**src/rtl/alu_result_stage.sv**
```systemverilog
// alu_result_stage: registered valid/ready output stage for the ALU result mux.
// Latency 1 cycle; two-entry skid (main + skid) keeps in_ready a pure state decode.
// Optional macro ALU_RESULT_FLAGS_EN enables {N,Z,C,V} flag capture; otherwise out_flags = 0.
module alu_result_stage #(
  parameter int WIDTH = 32
) (
  input  logic             clk,
  input  logic             rst,
  input  logic             flush,
  input  logic             in_valid,
  output logic             in_ready,
  input  logic [WIDTH-1:0] in_result,
  input  logic             in_carry,
  input  logic             in_ovf,
  output logic             out_valid,
  input  logic             out_ready,
  output logic [WIDTH-1:0] out_result,
  output logic [3:0]       out_flags
);

  typedef enum logic [1:0] {
    EMPTY = 2'd0,
    ONE   = 2'd1,
    TWO   = 2'd2
  } state_t;

  state_t           state;
  logic [WIDTH-1:0] main_result;
  logic [WIDTH-1:0] skid_result;

  logic accept;
  logic load_main_in;
  logic load_skid;
  logic load_main_skid;

  // Load enables for the data registers; flush suppresses every load so a
  // discarded beat never lands in storage.
  always_comb begin
    accept         = in_valid && in_ready && !flush;
    load_main_in   = accept && ((state == EMPTY) || out_ready);
    load_skid      = accept && (state == ONE) && !out_ready;
    load_main_skid = !flush && (state == TWO) && out_ready;
  end

  // Occupancy FSM; out_valid and in_ready are registered alongside the state
  // so neither has a combinational path from any input.
  always_ff @(posedge clk or posedge rst) begin
    if (rst) begin
      state     <= EMPTY;
      out_valid <= 1'b0;
      in_ready  <= 1'b1;
    end else if (flush) begin
      state     <= EMPTY;
      out_valid <= 1'b0;
      in_ready  <= 1'b1;
    end else begin
      case (state)
        EMPTY: begin
          if (in_valid) begin
            state     <= ONE;
            out_valid <= 1'b1;
            in_ready  <= 1'b1;
          end
        end
        ONE: begin
          if (in_valid && !out_ready) begin
            state     <= TWO;
            out_valid <= 1'b1;
            in_ready  <= 1'b0;
          end else if (!in_valid && out_ready) begin
            state     <= EMPTY;
            out_valid <= 1'b0;
            in_ready  <= 1'b1;
          end
        end
        TWO: begin
          if (out_ready) begin
            state     <= ONE;
            out_valid <= 1'b1;
            in_ready  <= 1'b1;
          end
        end
        default: begin
          state     <= EMPTY;
          out_valid <= 1'b0;
          in_ready  <= 1'b1;
        end
      endcase
    end
  end

  // Result storage: main drives the outputs, skid absorbs the beat that
  // arrives during the first stall cycle. Main never moves while stalled.
  always_ff @(posedge clk or posedge rst) begin
    if (rst) begin
      main_result <= '0;
      skid_result <= '0;
    end else begin
      if (load_main_in) begin
        main_result <= in_result;
      end else if (load_main_skid) begin
        main_result <= skid_result;
      end
      if (load_skid) begin
        skid_result <= in_result;
      end
    end
  end

  assign out_result = main_result;

`ifdef ALU_RESULT_FLAGS_EN
  logic [3:0] in_flags;
  logic [3:0] main_flags;
  logic [3:0] skid_flags;

  // Flags are derived from the incoming beat at capture time.
  always_comb begin
    in_flags = {in_result[WIDTH-1], (in_result == '0), in_carry, in_ovf};
  end

  // Flag storage follows exactly the same load pattern as the result.
  always_ff @(posedge clk or posedge rst) begin
    if (rst) begin
      main_flags <= 4'b0000;
      skid_flags <= 4'b0000;
    end else begin
      if (load_main_in) begin
        main_flags <= in_flags;
      end else if (load_main_skid) begin
        main_flags <= skid_flags;
      end
      if (load_skid) begin
        skid_flags <= in_flags;
      end
    end
  end

  assign out_flags = main_flags;
`else
  // Flag inputs have no consumer in this build.
  logic unused_flag_inputs;
  assign unused_flag_inputs = in_carry ^ in_ovf;
  assign out_flags          = 4'b0000;
`endif

endmodule

```
**config.mk**
```make
export PLATFORM = sky130hd
export DESIGN_NAME = alu_result_stage
export DESIGN_NICKNAME = d
export VERILOG_FILES = /design/src/rtl/alu_result_stage.sv
export SDC_FILE = /design/constraint.sdc
export NUM_CORES = 1
export LEC_CHECK = 0
export CORE_ASPECT_RATIO = 1.2
export CORE_UTILIZATION = 49
export DETAILED_ROUTE_END_ITERATION = 7
export GPL_ROUTABILITY_DRIVEN = 0
export PLACE_DENSITY = 0.79
export RECOVER_POWER = 100
export SLEW_MARGIN = 20
export SYNTH_ARGS = -nofsm -noshare
export SYNTH_HDL_FRONTEND = slang
export SYNTH_SLANG_ARGS = --single-unit
export TNS_END_PERCENT = 30
```
**constraint.sdc**
```tcl
create_clock -name clk -period 2.6 [get_ports clk]
set_input_delay 0.39 -clock clk [delete_from_list [all_inputs] [get_ports clk]]
set_output_delay 0.39 -clock clk [all_outputs]
set_load 0.05 [all_outputs]
```
* After elaboration in Yosys (flattened, before gate mapping)
Cells that the tools add are included.
W data, S select, Z words.
** Cells by class
- Reduce and logical (&&, ||, !) cells :: 16
- Eq/ne operators :: 5
- Mux-type cells :: 18
** Operators by type and width (count)
- $mux W32 :: 2
- $mux W2 :: 5
- $logic_and A1 B1 Y1 :: 9
- $mux W1 :: 8
- $ne A3 B3 Y1 const B :: 2
- $pmux W1 S3 :: 2
- $pmux W2 S3 :: 1
- $ne A4 B2 Y1 const B :: 1
- $logic_not A1 Y1 :: 3
- $reduce_and A3 Y1 :: 1
- $eq A2 B1 Y1 const B :: 1
- $eq A2 B2 Y1 const B :: 1
- $logic_not A2 Y1 :: 1
- $reduce_bool A2 Y1 :: 1
- $logic_or A1 B1 Y1 :: 1
** Storage, ports and cells
- Bits in registers :: 68
- Logic and storage cells :: 44

* Depth between registers and ports, before layout
- Depth after elaboration :: 6
- Gate-level depth with buffers :: 7

* Worst setup path after synthesis
Ideal clock, no wire load.
- Path kind :: reg-to-reg
- Start :: register in_ready
- End :: register main_result[0] (netlist: out_result[0])
- Cell stages (with the launch flop) :: 5
- Buffers on the path :: 1
- Clock period less this slack :: 1.698 ns
- Setup slack :: 0.902 ns
- Required time :: 2.477 ns
- Arrival :: 1.575 ns
- Cell sequence :: dfstp_2 > nand4bb_1 > a31oi_4 > buf_4 > a21oi_2
** On the way
- Longest elaborated chain between the ends :: 4
- Elaborated cells between the ends (all ways) :: 5
- Classes of those cells :: 1 x mux; 4 x reduce/logical
** RTL lines
- start: declaration :: RTL line 11 : output logic in_ready,
- start signal: assignment :: RTL line 51 : in_ready <= 1'b1;
- start signal: assignment :: RTL line 55 : in_ready <= 1'b1;
- start signal: assignment :: RTL line 62 : in_ready <= 1'b1;
- $logic_and A1 B1 Y1 (*) (2 in a row) :: RTL line 39 : accept = in_valid && in_ready && !flush;
- $logic_and A1 B1 Y1 (*) :: RTL line 40 : load_main_in = accept && ((state == EMPTY) || out_ready);
- $mux W32 or $reduce_bool A2 Y1 (tied branches)
- end signal: assignment :: RTL line 100 : main_result <= in_result;
- end signal: assignment :: RTL line 102 : main_result <= skid_result;
- end: declaration :: RTL line 28 : logic [WIDTH-1:0] main_result;
Mark *: on every way between the ends. The rest lies on a longest branch, timed or not.
A chain may end at the register's enable or synchronous reset.

* Final worst setup path
- Start :: input port flush
- End :: register skid_result[10]
** On the way
- Longest elaborated chain between the ends :: 4
** RTL lines
- start: declaration :: RTL line 9 : input logic flush,
- $logic_not A1 Y1 :: RTL line 39
- $logic_and A1 B1 Y1 :: RTL line 39
- $logic_and A1 B1 Y1 (2 in a row) :: RTL line 41 : load_skid = accept && (state == ONE) && !out_ready;
- end signal: assignment :: RTL line 105 : skid_result <= in_result;
- end: declaration :: RTL line 29 : logic [WIDTH-1:0] skid_result;
Every way passes these cells.

==> impl_metrics.env <==
export IMPL_die_x_um=75.0
export IMPL_internal_power_mw=2.38
export IMPL_p_switching_mw=1.32
export IMPL_nets=354
export IMPL_hold_violations=0
export IMPL_grt_pass1_vias=1988
export IMPL_fillers=479
export IMPL_rsz0062_at_grt="false"
export IMPL_crit_family="buffers and inverters"
export IMPL_drt_initial_drc_count=95
export IMPL_cp_max_fo=32
export IMPL_area_growth_pct=29.9
export IMPL_crit_required_ns=2.81
export IMPL_maxSlewViolCount=0
export IMPL_ys_seq_area_frac=0.544
export IMPL_htreeDepth=3
export IMPL_core_area_um2=6090
export IMPL_antenna_left=0
export IMPL_setup_viol=0
export IMPL_start_util=0.514
export IMPL_synth_area_top_cells="dfrtp_1, mux2_2, mux2i_1, a21oi_2, nor2_1"
export IMPL_vias=2018
export IMPL_die_area_um2=6720
export IMPL_p_seq_frac=0.396
export IMPL_cellPowerDensity_nw_per_um2=911
export IMPL_routed_wl_um=5580
export IMPL_comb_power_share=0.344
export IMPL_fin_crit_sh=0.855
export IMPL_multi_input_area_um2=1260
export IMPL_layout_commonest_cell="dfrtp_1"
export IMPL_clock_fmax_ghz=0.450
export IMPL_drive_gt1_frac=0.263
export IMPL_synth_top_area_share=0.535
export IMPL_ios=77
export IMPL_cpMaxStageDelayCell="dlygate4sd3_1"
export IMPL_synth_distinct_cells=29
export IMPL_relSlewSlack=0.251
export IMPL_ff_latch_area_um2=1700
export IMPL_worst_pin_slew_ns=1.12
export IMPL_cts_tree="yes"
export IMPL_first_pass_iters=3
export IMPL_cap_violations=0
export IMPL_crit_buf_inv=2
export IMPL_max_stage_delay_ns=0.74
export IMPL_syn_cell_area_um2=3130
export IMPL_peakVddDrop_mv=0.537
export IMPL_grt_overflow_total=0
export IMPL_clk_path_buf_depth=2
export IMPL_arrival_ns=2.44
export IMPL_grt_pass1_wl_um=9000
export IMPL_dieHeight_um=89.6
export IMPL_io_buffer_count=70
export IMPL_drc=0
export IMPL_track_usage=0.182
export IMPL_swShare=0.357
export IMPL_vias_per_cell=5.03
export IMPL_place_hpwl_um=3760
export IMPL_diodes=0
export IMPL_critical_path_class="primary input to register"
export IMPL_period_needed_ns=2.22
export IMPL_cp_start_kind="primary input"
export IMPL_grt_max_degree=41
export IMPL_endpoint_kind="register"
export IMPL_whs_ns=0.502
export IMPL_syn_avg_cell_area_um2=12.9
export IMPL_wl_per_cell_um=13.9
export IMPL_power_leakage_nw=1.87
export IMPL_cts_resized=0
export IMPL_ctsHoldBuffers=0
export IMPL_layout_common_cells="dfrtp_1, dlygate4sd3_1, nor2_1"
export IMPL_worst_r2r_setup_slack_ns=0.59
export IMPL_clk_pin_slew_ns=0.08
export IMPL_cts_num_sinks=68
export IMPL_syn_inst=243
export IMPL_cts_inserted_buffers=9
export IMPL_clk_latency_ns=0.34
export IMPL_synth_area_leader_cell="dfrtp_1"
export IMPL_rows=31
export IMPL_crit_chain="dlygate4sd3_1 > nor2_1 > nand4_2 > clkbuf_2 > mux2_2"
export IMPL_antenna_found_initial=0
export IMPL_yosysWarnings=0
export IMPL_post_cts_buffers=0
export IMPL_status="complete, no violations"
export IMPL_hold_path_class="register to register"
export IMPL_ys_ff_latch=68
export IMPL_cts_root_buf="clkbuf_8"
export IMPL_fin_skew_ns=0.0114
export IMPL_clockPowerShare=0.260
export IMPL_tns_ns=0
-- worst paths after layout --
| check | from | endpoint | depth (start not counted) |
|---|---|---|---|
| max in group asynchronous | rst | skid_result[12]$_DFFE_PP0P_ | 3 |
| min | out_valid$_DFFE_PP0P_ | out_valid$_DFFE_PP0P_ | 1 |
| max reg2reg | state[1]$_DFFE_PP0P_ | skid_result[10]$_DFFE_PP0P_ | 4 |
| min in group asynchronous | rst | skid_result[8]$_DFFE_PP0P_ | 2 |
| max | flush | skid_result[10]$_DFFE_PP0P_ | 5 |
| min reg2reg | out_valid$_DFFE_PP0P_ | out_valid$_DFFE_PP0P_ | 1 |
-- sequential cells by signal, summed over array words and instances, names as in the netlist --
register / flops
in_ready: 1
out_result: 32
out_valid: 1
skid_result: 32
state: 2
-- layout make-up --
type                       count  area share
clock inverter                 6      0.0215
sequential                    68       0.418
clock buffer                  10      0.0338
inverter                       4     0.00369
tap                           82      0.0252
timing repair buffer          76       0.188
multi-input combinational    155       0.310
-- synth_stat cells --
cell type,instances
a211oi_1,1
a21oi_1,4
a21oi_2,28
a31oi_1,1
a31oi_4,1
and2b_1,1
buf_2,4
buf_4,6
buf_6,8
clkbuf_1,1
conb_1,1
dfrtp_1,67
dfstp_2,1
ha_1,1
inv_1,4
mux2_1,2
mux2_2,31
mux2i_1,33
nand2_1,2
nand2b_1,1
nand3_1,2
nand3b_1,1
nand4_2,1
nand4bb_1,1
nor2_1,35
nor3_1,1
o2111ai_2,1
o21a_1,2
o41ai_1,1
-- layer usage --
metal | vias to the layer above | share of wire | GRT usage
li1 | 983 | - | -
met1 | 984 | 0.42 | 0.210
met2 | 45 | 0.51 | 0.311
met3 | 6 | 0.061 | 0.0703
met4 | 0 | 0.013 | 0.0600
met5 | - | 0 | 0
-- through the flow --
step                      instances   util  power [mW]  area (µm²)  setup WS [ns]
final                           401  0.668        3.71        4070          0.378
after global routing            401  0.668        3.91        4070          0.261
after CTS                       401  0.675        3.82        4110          0.396
after detailed placement        385  0.638        2.84        3880          0.428
after global placement          385  0.638        2.80        3880          0.478
after floorplan                 246      -        2.43        3140          0.500
-- logic make-up (layout without fill, tap and decap cells) --
family,after synthesis,count (layout),synth area share
AND/OR/NAND/NOR,45,45,0.0635
AO/OA/AOI/OAI,39,39,0.108
adder cells (fa/ha/maj),1,1,0.00399
multiplexers,66,66,0.224
flip-flops,68,68,0.544
other,1,4,0.00120
buffers and inverters,23,96,0.0555
-- power by group through the flow --
stage               Sequential, mW  Clock, mW  Combinational (mW)
global placement              1.48          0                1.32
global route                  1.50       1.05                1.37
floorplan                     1.92          0               0.513
detailed placement            1.50          0                1.34
CTS                           1.48      0.997                1.35
finish                        1.47      0.964                1.28
Note: power is estimated with default switching activity, not from simulation.
